File: src/rtl/sata_rxfis_decode_if.sv
// ---------------------------------------------------------------------------
// sata_rxfis_decode_if
// Word stream with valid/ready handshake, end-of-frame marker and abort flag.
// The same interface carries the incoming FIS stream (decoder is the slave)
// and the outgoing Data FIS payload stream (decoder is the master).
//
//   valid  master->slave  word valid
//   ready  slave->master  word accepted when valid & ready
//   data   master->slave  32-bit word, FIS byte 0 in data[31:24]
//   last   master->slave  last word of the frame
//   abort  master->slave  input side: frame aborted (qualified by valid)
//                         output side: 1-cycle pulse, discard partial payload
// ---------------------------------------------------------------------------
interface sata_rxfis_decode_if;
  logic        valid;
  logic        ready;
  logic [31:0] data;
  logic        last;
  logic        abort;

  modport master (output valid, output data, output last, output abort, input ready);
  modport slave  (input valid, input data, input last, input abort, output ready);
endinterface

File: src/rtl/sata_rxfis_decode.sv
// ---------------------------------------------------------------------------
// sata_rxfis_decode
// Host-side receive FIS decoder. Classifies each incoming FIS by its type byte:
//   0x34 Register D2H : fields shadowed, committed to o_reg_* with o_reg_valid
//   0x39 DMA Activate : o_dma_act pulse
//   0x46 Data         : header stripped, payload forwarded on stream m
// Malformed or aborted frames raise o_err_valid with a code in o_err_code:
//   1 unknown type, 2 short FIS, 3 long FIS, 4 abort, 5 empty Data FIS
//
// Ports
//   i_clk, i_reset_n     clock, asynchronous active-low reset
//   s                    incoming FIS word stream (slave)
//   m                    Data FIS payload stream (master), m.abort = discard pulse
//   o_reg_valid          pulse: complete Register D2H FIS received
//   o_reg_status/error/device/lba/count   latched Register D2H fields
//   o_dma_act            pulse: DMA Activate received
//   o_err_valid          pulse: error detected
//   o_err_code           code of the most recent error
//
// States
//   state | meaning
//   HDR   | waiting for the first word of a FIS
//   REG   | collecting Register D2H words 1..4
//   DATA  | forwarding Data FIS payload
//   LONG  | frame overran its length; drop to s.last, then error 3
//   DROP  | unknown type already flagged; drop to s.last silently
// ---------------------------------------------------------------------------
module sata_rxfis_decode #(
  parameter int MAX_DATA_WORDS = 2048
) (
  input  logic                 i_clk,
  input  logic                 i_reset_n,
  sata_rxfis_decode_if.slave   s,
  sata_rxfis_decode_if.master  m,
  output logic                 o_reg_valid,
  output logic [7:0]           o_reg_status,
  output logic [7:0]           o_reg_error,
  output logic [7:0]           o_reg_device,
  output logic [47:0]          o_reg_lba,
  output logic [15:0]          o_reg_count,
  output logic                 o_dma_act,
  output logic                 o_err_valid,
  output logic [2:0]           o_err_code
);

  localparam logic [7:0]  TYPE_REG  = 8'h34;
  localparam logic [7:0]  TYPE_DMA  = 8'h39;
  localparam logic [7:0]  TYPE_DATA = 8'h46;
  localparam logic [11:0] DATA_LAST = 12'(MAX_DATA_WORDS - 1);

  localparam logic [2:0] ERR_TYPE  = 3'd1;
  localparam logic [2:0] ERR_SHORT = 3'd2;
  localparam logic [2:0] ERR_LONG  = 3'd3;
  localparam logic [2:0] ERR_ABORT = 3'd4;
  localparam logic [2:0] ERR_EMPTY = 3'd5;

  typedef enum logic [2:0] {
    ST_HDR  = 3'd0,
    ST_REG  = 3'd1,
    ST_DATA = 3'd2,
    ST_LONG = 3'd3,
    ST_DROP = 3'd4
  } state_e;

  state_e      state_q, state_d;
  logic [11:0] cnt_q, cnt_d;

  logic [7:0]  sh_status_q, sh_status_d;
  logic [7:0]  sh_error_q,  sh_error_d;
  logic [7:0]  sh_device_q, sh_device_d;
  logic [47:0] sh_lba_q,    sh_lba_d;
  logic [15:0] sh_count_q,  sh_count_d;

  logic [7:0]  reg_status_q, reg_status_d;
  logic [7:0]  reg_error_q,  reg_error_d;
  logic [7:0]  reg_device_q, reg_device_d;
  logic [47:0] reg_lba_q,    reg_lba_d;
  logic [15:0] reg_count_q,  reg_count_d;
  logic        reg_valid_q,  reg_valid_d;

  logic        dma_act_q, dma_act_d;
  logic        err_valid_q, err_valid_d;
  logic [2:0]  err_code_q, err_code_d;

  logic        m_valid_q, m_valid_d;
  logic [31:0] m_data_q,  m_data_d;
  logic        m_last_q,  m_last_d;
  logic        m_abort_q, m_abort_d;

  logic        s_ready;
  logic        acc;
  logic        take_abort;
  logic        cnt_at_max;
  logic [7:0]  hdr_type;

  // Only the payload path can stall; every other state swallows words freely.
  assign s_ready    = (state_q == ST_DATA) ? (!m_valid_q || m.ready) : 1'b1;
  assign acc        = s.valid && s_ready;
  assign take_abort = acc && s.abort && (state_q != ST_HDR);
  assign cnt_at_max = (cnt_q == DATA_LAST);
  assign hdr_type   = s.data[31:24];

  // -------------------------------------------------------------------------
  // State register (and all other flops)
  // -------------------------------------------------------------------------
  always_ff @(posedge i_clk or negedge i_reset_n) begin
    if (!i_reset_n) begin
      state_q      <= ST_HDR;
      cnt_q        <= '0;
      sh_status_q  <= '0;
      sh_error_q   <= '0;
      sh_device_q  <= '0;
      sh_lba_q     <= '0;
      sh_count_q   <= '0;
      reg_status_q <= '0;
      reg_error_q  <= '0;
      reg_device_q <= '0;
      reg_lba_q    <= '0;
      reg_count_q  <= '0;
      reg_valid_q  <= 1'b0;
      dma_act_q    <= 1'b0;
      err_valid_q  <= 1'b0;
      err_code_q   <= '0;
      m_valid_q    <= 1'b0;
      m_data_q     <= '0;
      m_last_q     <= 1'b0;
      m_abort_q    <= 1'b0;
    end else begin
      state_q      <= state_d;
      cnt_q        <= cnt_d;
      sh_status_q  <= sh_status_d;
      sh_error_q   <= sh_error_d;
      sh_device_q  <= sh_device_d;
      sh_lba_q     <= sh_lba_d;
      sh_count_q   <= sh_count_d;
      reg_status_q <= reg_status_d;
      reg_error_q  <= reg_error_d;
      reg_device_q <= reg_device_d;
      reg_lba_q    <= reg_lba_d;
      reg_count_q  <= reg_count_d;
      reg_valid_q  <= reg_valid_d;
      dma_act_q    <= dma_act_d;
      err_valid_q  <= err_valid_d;
      err_code_q   <= err_code_d;
      m_valid_q    <= m_valid_d;
      m_data_q     <= m_data_d;
      m_last_q     <= m_last_d;
      m_abort_q    <= m_abort_d;
    end
  end

  // -------------------------------------------------------------------------
  // Next-state logic
  // -------------------------------------------------------------------------
  always_comb begin
    state_d = state_q;
    if (take_abort) begin
      state_d = ST_HDR;
    end else if (acc) begin
      case (state_q)
        ST_HDR: begin
          if (!s.abort) begin
            case (hdr_type)
              TYPE_REG:  state_d = s.last ? ST_HDR : ST_REG;
              TYPE_DMA:  state_d = s.last ? ST_HDR : ST_LONG;
              TYPE_DATA: state_d = s.last ? ST_HDR : ST_DATA;
              default:   state_d = s.last ? ST_HDR : ST_DROP;
            endcase
          end
        end
        ST_REG: begin
          if (s.last)               state_d = ST_HDR;
          else if (cnt_q == 12'd4)  state_d = ST_LONG;
        end
        ST_DATA: begin
          if (s.last)          state_d = ST_HDR;
          else if (cnt_at_max) state_d = ST_LONG;
        end
        ST_LONG, ST_DROP: begin
          if (s.last) state_d = ST_HDR;
        end
        default: state_d = ST_HDR;
      endcase
    end
  end

  // -------------------------------------------------------------------------
  // Output / datapath next values
  // -------------------------------------------------------------------------
  always_comb begin
    logic       err_fire;
    logic [2:0] err_new;

    err_fire     = 1'b0;
    err_new      = '0;
    cnt_d        = cnt_q;
    sh_status_d  = sh_status_q;
    sh_error_d   = sh_error_q;
    sh_device_d  = sh_device_q;
    sh_lba_d     = sh_lba_q;
    sh_count_d   = sh_count_q;
    reg_status_d = reg_status_q;
    reg_error_d  = reg_error_q;
    reg_device_d = reg_device_q;
    reg_lba_d    = reg_lba_q;
    reg_count_d  = reg_count_q;
    reg_valid_d  = 1'b0;
    dma_act_d    = 1'b0;
    m_abort_d    = 1'b0;
    // Output word holds until taken; a fresh load below overrides the clear.
    m_valid_d    = m_valid_q && !m.ready;
    m_data_d     = m_data_q;
    m_last_d     = m_last_q;

    if (take_abort) begin
      err_fire = 1'b1;
      err_new  = ERR_ABORT;
      cnt_d    = '0;
      if (state_q == ST_DATA) begin
        m_valid_d = 1'b0;
        // With one cycle of latency, a non-zero count means a word was shown.
        m_abort_d = (cnt_q != 12'd0);
      end
    end else if (acc) begin
      case (state_q)
        ST_HDR: begin
          if (!s.abort) begin
            cnt_d = '0;
            case (hdr_type)
              TYPE_REG: begin
                if (s.last) begin
                  err_fire = 1'b1;
                  err_new  = ERR_SHORT;
                end else begin
                  cnt_d       = 12'd1;
                  sh_status_d = s.data[15:8];
                  sh_error_d  = s.data[7:0];
                end
              end
              TYPE_DMA: begin
                dma_act_d = s.last;
              end
              TYPE_DATA: begin
                if (s.last) begin
                  err_fire = 1'b1;
                  err_new  = ERR_EMPTY;
                end
              end
              default: begin
                err_fire = 1'b1;
                err_new  = ERR_TYPE;
              end
            endcase
          end
        end
        ST_REG: begin
          cnt_d = cnt_q + 12'd1;
          case (cnt_q)
            12'd1: begin
              sh_lba_d[7:0]   = s.data[31:24];
              sh_lba_d[15:8]  = s.data[23:16];
              sh_lba_d[23:16] = s.data[15:8];
              sh_device_d     = s.data[7:0];
            end
            12'd2: begin
              sh_lba_d[31:24] = s.data[31:24];
              sh_lba_d[39:32] = s.data[23:16];
              sh_lba_d[47:40] = s.data[15:8];
            end
            12'd3: begin
              sh_count_d[7:0]  = s.data[31:24];
              sh_count_d[15:8] = s.data[23:16];
            end
            default: ;
          endcase
          if (s.last) begin
            if (cnt_q == 12'd4) begin
              reg_valid_d  = 1'b1;
              reg_status_d = sh_status_q;
              reg_error_d  = sh_error_q;
              reg_device_d = sh_device_q;
              reg_lba_d    = sh_lba_q;
              reg_count_d  = sh_count_q;
            end else begin
              err_fire = 1'b1;
              err_new  = ERR_SHORT;
            end
          end
        end
        ST_DATA: begin
          m_valid_d = 1'b1;
          m_data_d  = s.data;
          m_last_d  = s.last || cnt_at_max;
          cnt_d     = cnt_q + 12'd1;
        end
        ST_LONG: begin
          if (s.last) begin
            err_fire = 1'b1;
            err_new  = ERR_LONG;
          end
        end
        default: ;
      endcase
    end

    err_valid_d = err_fire;
    err_code_d  = err_fire ? err_new : err_code_q;
  end

  assign s.ready      = s_ready;
  assign m.valid      = m_valid_q;
  assign m.data       = m_data_q;
  assign m.last       = m_last_q;
  assign m.abort      = m_abort_q;

  assign o_reg_valid  = reg_valid_q;
  assign o_reg_status = reg_status_q;
  assign o_reg_error  = reg_error_q;
  assign o_reg_device = reg_device_q;
  assign o_reg_lba    = reg_lba_q;
  assign o_reg_count  = reg_count_q;
  assign o_dma_act    = dma_act_q;
  assign o_err_valid  = err_valid_q;
  assign o_err_code   = err_code_q;

endmodule

File: src/flat_wrapper.sv
// flat-port wrapper written by rule: the top's interface ports become plain ports
module sata_rxfis_decode_flat 
#(
  parameter int MAX_DATA_WORDS = 2048
)
  (i_clk, i_reset_n, o_reg_valid, o_reg_status, o_reg_error, o_reg_device, o_reg_lba, o_reg_count, o_dma_act, o_err_valid, o_err_code, s_valid, s_data, s_last, s_abort, s_ready, m_valid, m_data, m_last, m_abort, m_ready);
  sata_rxfis_decode_if s_i ();
  sata_rxfis_decode_if m_i ();
  input  logic i_clk;
  input  logic i_reset_n;
  output logic o_reg_valid;
  output logic [7:0] o_reg_status;
  output logic [7:0] o_reg_error;
  output logic [7:0] o_reg_device;
  output logic [47:0] o_reg_lba;
  output logic [15:0] o_reg_count;
  output logic o_dma_act;
  output logic o_err_valid;
  output logic [2:0] o_err_code;
  input wire logic [$bits(s_i.valid)-1:0] s_valid;
  input wire logic [$bits(s_i.data)-1:0] s_data;
  input wire logic [$bits(s_i.last)-1:0] s_last;
  input wire logic [$bits(s_i.abort)-1:0] s_abort;
  output wire logic [$bits(s_i.ready)-1:0] s_ready;
  output wire logic [$bits(m_i.valid)-1:0] m_valid;
  output wire logic [$bits(m_i.data)-1:0] m_data;
  output wire logic [$bits(m_i.last)-1:0] m_last;
  output wire logic [$bits(m_i.abort)-1:0] m_abort;
  input wire logic [$bits(m_i.ready)-1:0] m_ready;
  assign s_i.valid = s_valid;
  assign s_i.data = s_data;
  assign s_i.last = s_last;
  assign s_i.abort = s_abort;
  assign s_ready = s_i.ready;
  assign m_valid = m_i.valid;
  assign m_data = m_i.data;
  assign m_last = m_i.last;
  assign m_abort = m_i.abort;
  assign m_i.ready = m_ready;
  sata_rxfis_decode #(.MAX_DATA_WORDS(MAX_DATA_WORDS)) u_core (.i_clk(i_clk), .i_reset_n(i_reset_n), .s(s_i), .m(m_i), .o_reg_valid(o_reg_valid), .o_reg_status(o_reg_status), .o_reg_error(o_reg_error), .o_reg_device(o_reg_device), .o_reg_lba(o_reg_lba), .o_reg_count(o_reg_count), .o_dma_act(o_dma_act), .o_err_valid(o_err_valid), .o_err_code(o_err_code));
endmodule
File: config.mk
export PLATFORM = sky130hd
export DESIGN_NAME = sata_rxfis_decode_flat
export DESIGN_NICKNAME = d
export VERILOG_FILES = /design/src/rtl/sata_rxfis_decode_if.sv /design/src/rtl/sata_rxfis_decode.sv /design/src/flat_wrapper.sv
export SDC_FILE = /design/constraint.sdc
export NUM_CORES = 1
export LEC_CHECK = 0
export ABC_AREA = 1
export ABC_CLOCK_PERIOD_IN_PS = 2600
export BUFFER_PORTS_ARGS = -buffer_cell sky130_fd_sc_hd__buf_4
export CAP_MARGIN = 40
export CORE_ASPECT_RATIO = 1.4
export CORE_MARGIN = 2
export CORE_UTILIZATION = 60
export CTS_CLUSTER_DIAMETER = 30
export DETAILED_ROUTE_END_ITERATION = 10
export PLACE_DENSITY_LB_ADDON = 0.12
export RECOVER_POWER = 100
export SYNTH_ARGS = -nofsm -noshare
export SYNTH_HDL_FRONTEND = slang
export SYNTH_SLANG_ARGS = --single-unit
File: constraint.sdc
create_clock -name i_clk -period 2.6 [get_ports i_clk]
set_input_delay 0.39 -clock i_clk [delete_from_list [all_inputs] [get_ports i_clk]]
set_output_delay 0.39 -clock i_clk [all_outputs]
set_load 0.03 [all_outputs]
Yosys cells after proc, flatten, opt, wreduce, memory -nomap -nowiden
Cells that the tools add are included.

operators by class
  equal/unequal tests = 16
  bitwise logic cells = 3
  $lt $le $gt $ge = 0
  shift operators = 0
  add/sub/neg operators = 1
  mux-type cells = 55
  multipliers = 0
  reductions and logical operators = 24
  div/mod/pow operators = 0

operator list
  kind                                                               number
  12-bit two-way mux                                                 4
  3-bit two-way mux                                                  14
  3-bit case mux with 3 select lines                                 3
  1-bit two-way mux                                                  25
  12-bit by 2-bit == test with 1-bit output, second input constant   2
  12-bit case mux with 2 select lines                                1
  8-bit by 6-bit == test with 1-bit output, second input constant    2
  12-bit by 1-bit adder with 12-bit output, second input constant    1
  12-bit by 1-bit == test with 1-bit output, second input constant   1
  12-bit by 11-bit == test with 1-bit output, second input constant  1
  12-bit by 3-bit == test with 1-bit output, second input constant   1
  3-bit case mux with 4 select lines                                 1
  4-bit AND reduction                                                3
  12-bit nonzero test                                                1
  2-bit two-way mux                                                  5
  5-bit AND reduction                                                2
  8-bit by 7-bit == test with 1-bit output, second input constant    1
  4-bit by 2-bit != test with 1-bit output, second input constant    2
  3-bit by 2-bit == test with 1-bit output, second input constant    2
  3-bit by 2-bit != test with 1-bit output, second input constant    2
  3-bit AND reduction                                                2
  6-bit AND reduction                                                1
  3-bit nonzero test                                                 2
  2-bit OR reduction                                                 3
  other kinds (10)                                                   17

word-level totals
  memories = 0
  output and inout bits = 130
  bits in writable memories = 0
  bits in latches = 0
  logic and storage cells = 120
  register bits = 232
  bits in read-only memories = 0

Depth between registers and ports, before layout
  depth after elaboration = 8
  mapped depth = 12
  gate-level depth less buffers = 12

Least setup slack after synthesis
No wires, ideal clock.

  path type = flip-flop to flip-flop
  start = reg u_core.m_valid_q, in the netlist u_core.m.valid
  end = reg u_core.cnt_q[11]
  library setup time = 0.119 ns
  arrival time = 1.848 ns
  setup slack = 0.633 ns
  buffers on the path = 1
  cell stages (with the launch flop) = 11
  cell sequence = dfrtp_1 -> inv_1 -> nor2_1 -> nand2_1 -> nand2_1 -> nor2_1 -> nand2_1 -> buf_2 -> nor2_1 -> a21oi_1 -> nor2_1

between the ends
  cells in the longest elaborated chain, start to end = 8
  elaborated cells on any way between the ends = 11

ends and longest elaborated chain
  what                                                                        RTL line                  RTL
  start, declared                                                             sata_rxfis_decode.sv:85   logic m_valid_q, m_valid_d;
  start signal, assigned                                                      sata_rxfis_decode.sv:145  m_valid_q <= m_valid_d;
  1-bit zero test (*)                                                         sata_rxfis_decode.sv:97   assign s_ready = (state_q == ST_DATA) ? (!m_valid_q || m.ready) : 1'b1;
  1-bit logical OR (*)                                                        sata_rxfis_decode.sv:97
  1-bit two-way mux (*)                                                       sata_rxfis_decode.sv:97
  via s_ready                                                                 flat_wrapper.sv:24        output wire logic [$bits(s_i.ready)-1:0] s_ready;
  1-bit logical AND (*)                                                       sata_rxfis_decode.sv:98   assign acc = s.valid && s_ready;
  1-bit logical AND (2 in a row)                                              sata_rxfis_decode.sv:99   assign take_abort = acc && s.abort && (state_q != ST_HDR);
  3-bit by 2-bit != test with 1-bit output (no line) (tied with other cells)  --
  3-bit AND reduction (no line)                                               --
  end signal, assigned                                                        sata_rxfis_decode.sv:130  cnt_q <= cnt_d;
  end, declared                                                               sata_rxfis_decode.sv:66   logic [11:0] cnt_q, cnt_d;

The timed path passes the listed nets; every way through them passes the cells marked *.
A chain may end at the register's enable or synchronous reset.

Worst setup path in the final report
  start = reg u_core.state_q[0]
  end = reg u_core.sh_lba_q[38]

between the ends
  cells in the longest elaborated chain, start to end = 7
  elaborated cells on any way between the ends = 9

ends and longest elaborated chain
  what                                      RTL line                  RTL
  start, declared                           sata_rxfis_decode.sv:65   state_e state_q, state_d;
  start signal, assigned                    sata_rxfis_decode.sv:129  state_q <= state_d;
  3-bit by 2-bit == test with 1-bit output  sata_rxfis_decode.sv:97
  1-bit two-way mux                         sata_rxfis_decode.sv:97
  1-bit logical AND                         sata_rxfis_decode.sv:98
  1-bit logical AND (2 in a row)            sata_rxfis_decode.sv:99
  1-bit NOT (no line)                       --
  4-bit AND reduction (no line) (*)         --
  end signal, assigned                      sata_rxfis_decode.sv:134  sh_lba_q <= sh_lba_d;
  end, declared                             sata_rxfis_decode.sv:71   logic [47:0] sh_lba_q, sh_lba_d;

Every way passes the cells marked *; elsewhere a longest branch is shown, timed or not.

==> impl_table.tex <==
\begin{tabular}{lr}
\hline
Metric & Value \\
\hline
\multicolumn{2}{l}{\textbf{Timing}} \\
RSZ-0062 raised after global routing & false \\
Minimum clock period & 2340 ps \\
Slew at the pin with the worst max-slew slack & 2040 ps \\
Hold Violations, Final & 0 \\
Setup tns final & 0 ps \\
F\_max & about 430 MHz \\
Final Max Slew Viols & a little over 80 \\
Maximum clock skew at final layout & roughly 13 ps \\
Setup ws final & 257 ps \\
Part of the cycle the worst path needs & 0.901 \\
Total of endpoints with negative setup slack in the final report & 0 \\
Smallest hold slack & between 100 and 150 ps \\
Relative slew slack & -0.363 \\
\multicolumn{2}{l}{\textbf{Placed design}} \\
Post-placement worst setup slack & 381 ps \\
DPL Wire Length & around 14 mm \\
RePlAce Congestion & 0.859 \\
Number of buffers inserted by port buffering & roughly 170 \\
\multicolumn{2}{l}{\textbf{Global routing}} \\
Maximum number of pins on one net before global-route repair & approximately 90 \\
Final global-route overflow total & 0 \\
Initial antenna violation count & 0 \\
Total routing resource utilization after global routing & 0.289 \\
Via count of the first global-routing pass & about 7500 \\
First-pass GRT wire length & roughly 37 mm \\
\multicolumn{2}{l}{\textbf{Worst setup path}} \\
R2R depth & 10 \\
Longest individual stage delay on the worst path & roughly 400 ps \\
Data required time at the worst endpoint & 2990 ps \\
Startpoint of the worst register-to-register path & u\_core.state\_q[0] \\
Max stage delay cell, worst path & sky130\_fd\_sc\_hd\_\_dfrtp\_1 \\
CP Launch Type & register \\
Kind of end point of the critical path & register \\
Kind of critical path & register to register \\
Worst setup path end & u\_core.sh\_lba\_q[38] \\
Crit Reg-Reg Endpoint & u\_core.sh\_lba\_q[38] \\
Ordered list of cells on the worst path & inv\_1 > nand2\_2 > nor2\_1 > a21oi\_4 > nand3\_1 > buf\_4 > nand4\_1 > clkbuf\_4 > nand2\_1 > o21ai\_0 \\
Critical path peak fanout & 48 \\
Arrival time reported for the critical path endpoint & 2730 ps \\
Worst R2R Setup Slack & around 260 ps \\
Launch point of the worst path & u\_core.state\_q[0] \\
\multicolumn{2}{l}{\textbf{Synth}} \\
Average size of a mapped cell & $\sim$9 µm² \\
Syn nets & 1063 \\
XOR/XNOR share of the synthesized area & 0 \\
Area share of and/or/nand/nor cells after synthesis & 0.232 \\
Count of warnings emitted by yosys & 0 \\
Sequential element share of the synthesized area & 0.632 \\
Complex-gate fraction of the synthesized area & 0.0835 \\
Number of instances in the synthesized netlist & between 1000 and 1500 \\
Total standard cell area after synthesis & about 9200 µm² \\
Synth unique cells & 32 \\
Dominant combinational cell family by area after synthesis & simple AND/OR/NAND/NOR gates \\
Share of synthesized area spent on multiplexers & 0 \\
Total of flip-flops plus latches after synthesis & 232 \\
Adder and majority gate portion of the synthesized area & 0.00545 \\
\multicolumn{2}{l}{\textbf{Layout}} \\
Post-layout net count & approximately 1200 \\
Layout Utilization & 0.746 \\
Inserted Diodes & 0 \\
Fill cell instance count of the final layout & 1211 \\
Fraction of final layout cells sized beyond drive strength 1 & 0.0932 \\
Layout overhead on the synthesized area & 21.7\% \\
\multicolumn{2}{l}{\textbf{CTS}} \\
Deepest clock path buffer count & 3 \\
Clock tree from TritonCTS & built \\
Clock slew seen by the registers of the worst setup and hold paths & around 60 ps \\
Number of buffers inserted by post-CTS setup repair & 0 \\
Skew-Pair Late Insertion Delay & between 500 and 600 ps \\
Clock tree sinks & around 230 \\
Root cell of the clock tree & sky130\_fd\_sc\_hd\_\_clkbuf\_16 \\
Number of buffers inserted during clock tree synthesis & 29 \\
Number of H-tree branching levels & 1 \\
\multicolumn{2}{l}{\textbf{Status}} \\
Violated checks & capacitance limit, slew limit \\
Status & finished, violations left \\
\multicolumn{2}{l}{\textbf{Detailed routing}} \\
Via total after detailed routing & roughly 7600 \\
Number of antenna-violating nets in the routed design & 0 \\
Routed WL per cell & between 15 and 20 µm \\
Wire length reported by the detailed router & roughly 23 mm \\
Iter 0 DRT Violations & roughly 560 \\
Drt first pass iters & 5 \\
Vias per std cell & $\sim$5.4 \\
Drc violations & 0 \\
\multicolumn{2}{l}{\textbf{Pwr}} \\
Worst vdd rail ir drop & about 0.66 mV \\
Overall power consumption & $\sim$8500 µW \\
Leakage power summed over all cells & around 0.0058 µW \\
Power per unit of standard cell area & $\sim$760 nW/µm² \\
\multicolumn{2}{l}{\textbf{Worst hold path}} \\
Kind of path behind the tightest hold check & primary input to register \\
Min-Delay Startpoint & s\_valid \\
Hold path depth & 2 \\
\multicolumn{2}{l}{\textbf{Floorplan}} \\
Die height & around 150 µm \\
Floorplan die area & about 16000 µm² \\
Initial Utilization & 0.613 \\
Die outline width & roughly 110 µm \\
Area of the core & 15000 µm² \\
Boundary pin count & 168 \\
Cell Rows & 53 \\
\multicolumn{2}{l}{\textbf{Job}} \\
Max Cap Viol & 1 \\
\hline
\end{tabular}
## stage by stage
stage,cell area (µm²),cells
after floorplan,9190,1021
after global placement,10700,1350
after detailed placement,10700,1350
after CTS,11700,1405
after global routing,11200,1405
final,11200,1405
## worst max-delay path: cells and delay by family, from the launching register on
kind / cells / cell delay, ps
AND/OR/NAND/NOR: 5 / 800
buffers and inverters: 3 / 720
flip-flops: 1 / 410
AO/OA/AOI/OAI: 2 / 230
## where the power goes
part / leakage [µW] / internal, µW / switching, µW
registers: 0.00322 / 3670 / 42.6
logic: 0.00204 / 145 / 406
clock network: 0.000512 / 2700 / 1560
total: 0.00577 / 6510 / 2010
## cell usage after synthesis
library cell / instances / area (µm²)
sky130_fd_sc_hd__o21a_1: 1 / 7.51
sky130_fd_sc_hd__nand3_2: 1 / 10.0
sky130_fd_sc_hd__a31oi_1: 1 / 6.26
sky130_fd_sc_hd__clkbuf_1: 22 / 82.6
sky130_fd_sc_hd__a21oi_1: 10 / 50.1
sky130_fd_sc_hd__buf_6: 4 / 45.0
sky130_fd_sc_hd__nand4_1: 6 / 37.5
sky130_fd_sc_hd__o22ai_1: 1 / 6.26
sky130_fd_sc_hd__ha_1: 4 / 50.1
sky130_fd_sc_hd__nor2_4: 1 / 11.3
sky130_fd_sc_hd__nor3_1: 7 / 35.0
sky130_fd_sc_hd__a41oi_1: 1 / 8.76
sky130_fd_sc_hd__nor4_2: 1 / 12.5
sky130_fd_sc_hd__a21oi_4: 1 / 16.3
sky130_fd_sc_hd__o21ai_0: 93 / 465
sky130_fd_sc_hd__nand4_4: 1 / 21.3
sky130_fd_sc_hd__inv_1: 52 / 195
sky130_fd_sc_hd__a31o_2: 1 / 8.76
sky130_fd_sc_hd__nand2_2: 2 / 12.5
sky130_fd_sc_hd__dfrtp_1: 232 / 5810
sky130_fd_sc_hd__nor2_2: 2 / 12.5
sky130_fd_sc_hd__buf_4: 2 / 15.0
sky130_fd_sc_hd__nor2_1: 41 / 154
sky130_fd_sc_hd__nor3_2: 2 / 20.0
sky130_fd_sc_hd__nand2_1: 452 / 1700
sky130_fd_sc_hd__inv_2: 5 / 18.8
sky130_fd_sc_hd__o21ai_1: 36 / 180
sky130_fd_sc_hd__o21ai_2: 1 / 8.76
sky130_fd_sc_hd__nand3_1: 21 / 105
sky130_fd_sc_hd__buf_2: 15 / 75.1
sky130_fd_sc_hd__a311oi_1: 1 / 8.76
sky130_fd_sc_hd__clkinv_1: 1 / 3.75
## routing by layer
layer  GRT usage  wire length (µm)  share of wire  up-vias
met1       0.361              9010           0.39     3698
met5           0                 0              0        -
met2       0.513             12400           0.54      254
li1            -                 -              -     3562
met3      0.0351              1040          0.045       54
met4       0.106               584          0.025        0
## timing repair
item | in CTS | in global routing
hold buffers | 1 | 0
endpoints found under the hold margin | 78 | 0
resized for setup | 0 | 0
## layout by cell type, fill, tap and decap left out, drive strengths merged
| cell type | n |
|---|---|
| nand2 | 454 |
| dfrtp | 232 |
| clkbuf | 169 |
| o21ai | 130 |
| inv | 63 |
| buf | 47 |
| nor2 | 44 |
| nand3 | 22 |
| a21oi | 11 |
| nor3 | 9 |
| nand4 | 7 |
| clkinv | 6 |
| bufinv | 5 |
| ha | 4 |
| clkinvlp | 2 |
| a31o | 1 |
| a311oi | 1 |
| nor4 | 1 |
| o21a | 1 |
| a41oi | 1 |
| a31oi | 1 |
| o22ai | 1 |
| dlygate4sd3 | 1 |
## cell type report
class,instances,area [µm²],share of cell area
multi-input cells,688,2930,0.262
clock buffers,36,792,0.0708
repair buffers,181,938,0.0839
flip-flops and latches,232,5810,0.519
well taps,192,240,0.0215
inverters,58,219,0.0196
clock inverters,18,259,0.0232
## flip-flops by register name, indices dropped and copies added, names as in the netlist, 3 cells and up
name	cells
u_core.state_q	3
u_core.sh_status_q	8
u_core.o_reg_error	8
u_core.o_err_code	3
u_core.o_reg_device	8
u_core.o_reg_status	8
u_core.m.data	32
u_core.sh_lba_q	48
u_core.o_reg_count	16
u_core.cnt_q	12
u_core.sh_count_q	16
u_core.sh_error_q	8
u_core.o_reg_lba	48
u_core.sh_device_q	8
## logic make-up (layout without fill, tap and decap cells)
| group | after synthesis | after routing |
|---|---|---|
| compound gates | 147 | 147 |
| fa+ha+maj | 4 | 4 |
| buf+inv | 101 | 293 |
| flops | 232 | 232 |
| simple gates | 537 | 537 |
## how the worst min path moves through the flow
stage                                      end
after floorplan                u_core.cnt_q[0]
after global placement    u_core.o_reg_lba[16]
after detailed placement  u_core.o_reg_lba[16]
after CTS                       u_core.m.valid
after global routing            u_core.m.valid
final                           u_core.m.valid
(Power assumes the default switching activity.)
